$ cat src/rtl/mem_access_stage.sv
// Memory-access pipeline stage: EX/MEM register, data-memory req/ack sequencing,
// MEM/WB register, EX/MEM forwarding and a sticky misalignment/timeout error flag.
module mem_access_stage #(
  parameter int unsigned DATA_W         = 32,
  parameter int unsigned REG_W          = 4,
  parameter int unsigned TIMEOUT_CYCLES = 16
) (
  input  logic              clk,
  input  logic              rst_n,
  input  logic              ex_valid,
  input  logic [DATA_W-1:0] ex_result,
  input  logic [DATA_W-1:0] ex_out_b,
  input  logic [REG_W-1:0]  ex_rd,
  input  logic              ex_mem_read,
  input  logic              ex_mem_write,
  input  logic              ex_reg_write,
  input  logic              flush,
  output logic              stall,
  output logic              mem_req,
  output logic              mem_we,
  output logic [DATA_W-1:0] mem_addr,
  output logic [DATA_W-1:0] mem_wdata,
  input  logic [DATA_W-1:0] mem_rdata,
  input  logic              mem_ack,
  output logic              wb_valid,
  output logic              wb_reg_write,
  output logic [REG_W-1:0]  wb_rd,
  output logic [DATA_W-1:0] wb_data,
  output logic              fwd_valid,
  output logic [REG_W-1:0]  fwd_rd,
  output logic [DATA_W-1:0] fwd_data,
  output logic              mem_err
);

  localparam int unsigned CNT_W = (TIMEOUT_CYCLES > 2) ? $clog2(TIMEOUT_CYCLES) : 1;
  localparam logic [CNT_W-1:0] CNT_LAST = CNT_W'(TIMEOUT_CYCLES - 1);

  typedef enum logic {
    ST_IDLE   = 1'b0,
    ST_ACCESS = 1'b1
  } state_t;

  typedef struct packed {
    logic              valid;
    logic [DATA_W-1:0] result;
    logic [DATA_W-1:0] b;
    logic [REG_W-1:0]  rd;
    logic              mem_read;
    logic              mem_write;
    logic              reg_write;
  } stage_t;

  state_t            r_state;
  stage_t            r_s;
  logic [CNT_W-1:0]  r_cnt;
  logic              r_mem_req;
  logic              r_mem_we;
  logic [DATA_W-1:0] r_mem_addr;
  logic [DATA_W-1:0] r_mem_wdata;
  logic              r_wb_valid;
  logic              r_wb_reg_write;
  logic [REG_W-1:0]  r_wb_rd;
  logic [DATA_W-1:0] r_wb_data;
  logic              r_mem_err;

  stage_t            w_cap;
  logic              w_cap_mem;
  logic              w_ack;
  logic              w_s_is_mem;

  // Incoming instruction as it would be captured; a load+store is treated as a load
  always_comb begin
    w_cap           = '0;
    w_cap.valid     = ex_valid & ~flush;
    w_cap.result    = ex_result;
    w_cap.b         = ex_out_b;
    w_cap.rd        = ex_rd;
    w_cap.mem_read  = ex_mem_read;
    w_cap.mem_write = ex_mem_write & ~ex_mem_read;
    w_cap.reg_write = ex_reg_write;
  end

  assign w_cap_mem  = w_cap.valid & (w_cap.mem_read | w_cap.mem_write) &
                      (ex_result[1:0] == 2'b00);
  assign w_s_is_mem = r_s.mem_read | r_s.mem_write;

  // Ack only counts while a request is actually on the bus
  assign w_ack = r_mem_req & mem_ack;
  assign stall = (r_state == ST_ACCESS) & ~w_ack;

  assign fwd_valid = r_s.valid & r_s.reg_write & ~r_s.mem_read;
  assign fwd_rd    = r_s.rd;
  assign fwd_data  = r_s.result;

  assign mem_req      = r_mem_req;
  assign mem_we       = r_mem_we;
  assign mem_addr     = r_mem_addr;
  assign mem_wdata    = r_mem_wdata;
  assign wb_valid     = r_wb_valid;
  assign wb_reg_write = r_wb_reg_write;
  assign wb_rd        = r_wb_rd;
  assign wb_data      = r_wb_data;
  assign mem_err      = r_mem_err;

  // Stage register, access FSM, MEM/WB register and error flag
  always_ff @(posedge clk or negedge rst_n) begin
    if (!rst_n) begin
      r_state        <= ST_IDLE;
      r_s            <= '0;
      r_cnt          <= '0;
      r_mem_req      <= 1'b0;
      r_mem_we       <= 1'b0;
      r_mem_addr     <= '0;
      r_mem_wdata    <= '0;
      r_wb_valid     <= 1'b0;
      r_wb_reg_write <= 1'b0;
      r_wb_rd        <= '0;
      r_wb_data      <= '0;
      r_mem_err      <= 1'b0;
    end else begin
      if (!stall) begin
        r_s <= w_cap;
      end

      case (r_state)
        ST_IDLE: begin
          if (r_s.valid) begin
            r_wb_valid <= 1'b1;
            r_wb_rd    <= r_s.rd;
            if (w_s_is_mem) begin
              // Only misaligned memory ops can still sit in S while idle
              r_wb_reg_write <= 1'b0;
              r_wb_data      <= '0;
              r_mem_err      <= 1'b1;
            end else begin
              r_wb_reg_write <= r_s.reg_write;
              r_wb_data      <= r_s.result;
            end
          end else begin
            r_wb_valid <= 1'b0;
          end

          if (w_cap_mem) begin
            r_state     <= ST_ACCESS;
            r_cnt       <= '0;
            r_mem_req   <= 1'b1;
            r_mem_we    <= w_cap.mem_write;
            r_mem_addr  <= ex_result;
            r_mem_wdata <= ex_out_b;
          end
        end

        ST_ACCESS: begin
          if (!r_mem_req) begin
            // One-cycle request gap between back-to-back accesses
            r_wb_valid <= 1'b0;
            r_cnt      <= '0;
            r_mem_req  <= 1'b1;
          end else if (mem_ack) begin
            r_wb_valid <= 1'b1;
            r_wb_rd    <= r_s.rd;
            if (r_s.mem_read) begin
              r_wb_reg_write <= r_s.reg_write;
              r_wb_data      <= mem_rdata;
            end else begin
              r_wb_reg_write <= 1'b0;
              r_wb_data      <= '0;
            end
            r_mem_req <= 1'b0;
            r_cnt     <= '0;
            if (w_cap_mem) begin
              r_mem_we    <= w_cap.mem_write;
              r_mem_addr  <= ex_result;
              r_mem_wdata <= ex_out_b;
            end else begin
              r_state <= ST_IDLE;
            end
          end else if (r_cnt == CNT_LAST) begin
            // Abort: S is retired here so the dead op is not replayed when idle
            r_wb_valid     <= 1'b1;
            r_wb_reg_write <= 1'b0;
            r_wb_rd        <= r_s.rd;
            r_wb_data      <= '0;
            r_mem_err      <= 1'b1;
            r_mem_req      <= 1'b0;
            r_cnt          <= '0;
            r_s.valid      <= 1'b0;
            r_state        <= ST_IDLE;
          end else begin
            r_wb_valid <= 1'b0;
            r_cnt      <= r_cnt + CNT_W'(1);
          end
        end

        default: begin
          r_state   <= ST_IDLE;
          r_mem_req <= 1'b0;
        end
      endcase
    end
  end

endmodule

$ cat config.mk
export PLATFORM = sky130hd
export DESIGN_NAME = mem_access_stage
export DESIGN_NICKNAME = d
export VERILOG_FILES = /design/src/rtl/mem_access_stage.sv
export SDC_FILE = /design/constraint.sdc
export NUM_CORES = 1
export LEC_CHECK = 0
export ABC_AREA = 1
export BUFFER_PORTS_ARGS = -buffer_cell sky130_fd_sc_hd__buf_2
export CAP_MARGIN = 10
export CORE_ASPECT_RATIO = 1.2
export CORE_UTILIZATION = 49
export DETAILED_ROUTE_END_ITERATION = 8
export PLACE_DENSITY = 0.8
export SLEW_MARGIN = 40
export SYNTH_ARGS = -nofsm -noshare
export SYNTH_HDL_FRONTEND = slang
export SYNTH_SLANG_ARGS = --single-unit
$ cat constraint.sdc
create_clock -name clk -period 2.1 [get_ports clk]
set_input_delay 0.315 -clock clk [delete_from_list [all_inputs] [get_ports clk]]
set_output_delay 0.315 -clock clk [all_outputs]
set_load 0.02 [all_outputs]
* Yosys cells after proc, flatten, opt, wreduce, memory -nomap -nowiden
Cells that the tools add are included. W data, S select, Z words.
Storage, ports and cells: memory bits (writable) 0, register bits after elaboration 182, memories kept 0, latch bits 0, output and inout bits 143, bits in read-only memories 0, input bits 108
Cells by class: equality and inequality tests 9, $lt $le $gt $ge 0, bitwise logic cells 15, add/sub/neg operators 1, mux-type cells 61, multipliers 0, shift-type cells 0, div/mod/pow operators 0, reduce and logical (&&, ||, !) cells 4
Operators with widths (number):
- $mux W32 | 12
- $pmux W32 S2 | 3
- $mux W72 | 1
- $mux W4 | 8
- $mux W1 | 29
- $pmux W4 S2 | 2
- $pmux W1 S2 | 6
- $ne A2 B2 Y1 const B | 5
- $and A1 B1 Y1 | 8
- $not A1 Y1 | 5
- $reduce_and A5 Y1 | 1
- $add A4 B1 Y4 const B | 1
- $eq A4 B4 Y1 const B | 1
- $ne A2 B1 Y1 const B | 2
- $ne A3 B2 Y1 const B | 1
- $reduce_and A3 Y1 | 1
- $logic_not A2 Y1 | 1
- $or A1 B1 Y1 | 2
- $reduce_and A2 Y1 | 1

* Depth between registers and ports, before layout
word-level depth 9, mapped depth 9, gate-level depth less buffers 7

* Worst setup path after synthesis
Ideal clock, no wire load.
path kind flip-flop to flip-flop, from register r_cnt[0], to register r_wb_data[11] (netlist: wb_data[11]), cell stages (with the launch flop) 10, setup slack 591 ps, arrival time 1392 ps, setup time 117 ps, buffers on the path 2, cell sequence dfrtp_1 ha_1 nand3_1 inv_1 o21bai_2 nand2_1 buf_4 buf_4 nand2_1 nand2_1
On the way: word-level cells in the longest chain between the ends 3
Ends and longest elaborated chain:
- from (decl) | RTL line 55 | logic [CNT_W-1:0] r_cnt;
- from (signal assigned) | RTL line 191 | r_cnt <= r_cnt + CNT_W'(1);
- $eq A4 B4 Y1 | RTL line 178 | end else if (r_cnt == CNT_LAST) begin
- $ne A3 B2 Y1 (no line)
- $reduce_and A3 Y1 (no line)
- to (signal assigned) | RTL line 137 | r_wb_data <= r_s.result;
- to (signal assigned) | RTL line 164 | r_wb_data <= mem_rdata;
- to (decl) | RTL line 63 | logic [DATA_W-1:0] r_wb_data;
No other way between the ends. A chain may end at the register's enable or synchronous reset.

* Worst setup path in the final report
from register r_state, to output port stall
On the way: word-level cells in the longest chain between the ends 1
Ends and longest elaborated chain:
- from (decl) | RTL line 53 | state_t r_state;
- from (signal assigned) | RTL line 108 | r_state <= ST_IDLE;
- from (signal assigned) | RTL line 144 | r_state <= ST_ACCESS;
- from (signal assigned) | RTL line 176 | r_state <= ST_IDLE;
- $and A1 B1 Y1 | RTL line 89 | assign stall = (r_state == ST_ACCESS) & ~w_ack;
- to (decl) | RTL line 18 | output logic stall,
No other way between the ends.

==> metrics.cfg <==
[drt]
drtIter0Drc = 464
post_drt_wl_per_cell_um = 15.13
num_vias = 5887
firstDrtPassIters = 5
vias_per_cell = 5.075
detail-route-antenna-nets = 0
finalWirelength_mm = 17.55
drc = 0

[cts]
cts_hold_buf = 1
clk_latency_ns = 0.41
cts_htree_levels = 4
cts_buffer_depth = 2
cts_made_buffers = 17
clk_pin_slew_ns = 0.06
cts_resized = 0
cts_root_buf = clkbuf_16
clock_sinks = 150
cts_setup_buffers = 0
cts_tree = built

[pwr]
combPwrFrac = 0.362
power.density_nw_per_um2 = 1363
seqPwrFrac = 0.384
ir_worst_vdd_mv = 0.6417
intPower_mw = 6.791
p_leak_nw = 4.793
sw_frac_of_total = 0.4011
switchingPower_mw = 4.548
pwr-share-clk = 0.254

[place]
port_buffers = 250
place_area_um2 = 7755
gp_congestion = 0.8264
dp_slack_ns = 0.4841
place_hpwl_mm = 11.97

[critical_path]
cp.arrival_ns = 1.64
cp-end-kind = output port
startpoint_type = flip-flop
required_ns = 1.78
worstPathMaxFanout = 13
worstSetupPathType = flip-flop to output port

[global_routing]
grt_usage = 0.2575
antenna_found_initial = 0
grt_pass1_wl_mm = 27.70
gr-total-overflow = 0
grt_max_degree = 55
grt_pass1_vias = 5641

[hold_path]
hold_class = primary input to flip-flop

[synthesis]
ys_ff_latch = 150
syn-num-nets = 882
synth_top_area_cell = dfrtp_1
ys_seq_area_frac = 0.5681
synth_top_area_share = 0.5681
synth.yosys.warnings = 0
synth_cell_type_count = 21
synthCells = 773
syn-cell-area_um2 = 6608
synth.area.top_cells = dfrtp_1, nand2_1, o21ai_0
synth_area_per_cell_um2 = 8.548

[finish]
stdcell_area_um2 = 8319
fill_cells = 1151
multi_input_area_um2 = 2068
syn_to_final_growth_pct = 25.90
nets = 1088
antennaDiodeCount = 0
regArea_um2 = 3754
layout-drive-gt1-share = 0.3085
layout_commonest_cell = nand2_1
final_cell_mix = nand2_1, buf_2, dfrtp_1

[timing]
period_minus_slack_ns = 1.955
fin_tns_setup_ns = 0
drv_slew = 0
tightest_slew_ns = 0.5177
skew_ns = 0.008574
finalCritPeriodShare = 0.9308
setup_viol = 0
fin_ws_ns = 0.1453
slew_headroom = 0.6549
fmax_mhz = 511.6
final_hold_viol_count = 0
rsz0062_at_grt = false

[outcome]
outcome = finished clean

[floorplan]
row_count = 46
die_y_um = 129.2
core_um2 = 13180
die_w_um = 108.0
dieArea_um2 = 13950
start_util = 0.5013
pin_count = 251

[run]
drv_cap = 0

## Yosys cell counts, drive strengths merged
master	number
o22ai	32
nand3	41
o21a	1
a22oi	1
buf	63
nand3b	1
inv	76
clkbuf	20
nor2	14
a31o	1
o21ai	103
o21bai	1
ha	1
nand2	265
a21oi	3
dfrtp	150
## sequential cells by signal, summed over array words and instances, names as in the netlist
register,cells
r_s,4
fwd_data,32
mem_we,1
mem_err,1
wb_valid,1
r_state,1
wb_reg_write,1
mem_addr,32
mem_wdata,32
r_cnt,4
wb_rd,4
mem_req,1
wb_data,32
fwd_rd,4
## power groups by stage
stage               combinational [mW]  clock, mW  sequential [mW]
floorplan                         1.80          0             5.29
global placement                  4.03          0             4.35
detailed placement                4.12          0             4.38
CTS                               4.14       2.95             4.34
global route                      4.48       3.08             4.45
finish                            4.11       2.88             4.35
## final cells by class
cell class,count,area share
sequential,150,0.4512
multi-input combinational,464,0.2486
timing repair buffer,270,0.1740
clock buffer,20,0.05249
inverter,76,0.03429
tap,168,0.02527
clock inverter,12,0.01414
## cells by family (layout without fill, tap and decap cells)
group                    count (synthesis)  in the layout  synth area share
buffers and inverters                  159            378            0.1231
flip-flops                             150            150            0.5681
AND/OR/NAND/NOR                        321            321            0.1911
adder cells (fa/ha/maj)                  1              1          0.001893
AO/OA/AOI/OAI                          142            142            0.1159
## critical path, stage by stage, from the launching register on
cell and delay (ns):
dfrtp_1 0.39, inv_2 0.08, nor2_1 0.24, nor2_4 0.08
inv_2 0.21, buf_2 0.22
## routing by layer
| metal | track usage | vias to the layer above | part of all wire |
|---|---|---|---|
| li1 | - | 2832 | - |
| met1 | 0.3264 | 2743 | 0.41 |
| met2 | 0.4290 | 280 | 0.49 |
| met3 | 0.05734 | 32 | 0.072 |
| met4 | 0.09992 | 0 | 0.023 |
| met5 | 0 | - | 0 |
## final timing paths
check | startpoint | end | slack, ns | cells after the start
max in group asynchronous | rst_n | fwd_data[28]$_DFFE_PN0N_ | 1.03 | 3
worst min-delay path | ex_out_b[9] | mem_wdata[9]$_DFFE_PN0P_ | 0.10 | 3
worst max register to register | r_cnt[0]$_DFFE_PN0P_ | wb_data[17]$_DFFE_PN0P_ | 0.48 | 8
min in group asynchronous | rst_n | fwd_data[20]$_DFFE_PN0N_ | 0.43 | 2
worst max-delay path | r_state$_DFF_PN0_ | stall | 0.15 | 5
worst min register to register | mem_err$_DFFE_PN0P_ | mem_err$_DFFE_PN0P_ | 0.47 | 1
## metrics by stage
step | cells | power, mW | utilization | hold WS, ns
after floorplan | 773 | 7.085 | - | 0.01941
after global placement | 1127 | 8.380 | 0.5884 | 0.3080
after detailed placement | 1127 | 8.506 | 0.5884 | 0.3105
after CTS | 1160 | 11.43 | 0.6312 | 0.08310
after global routing | 1160 | 12.01 | 0.6312 | 0.08691
final | 1160 | 11.34 | 0.6312 | 0.1008
No activity file was read; power rests on OpenSTA's default activity.
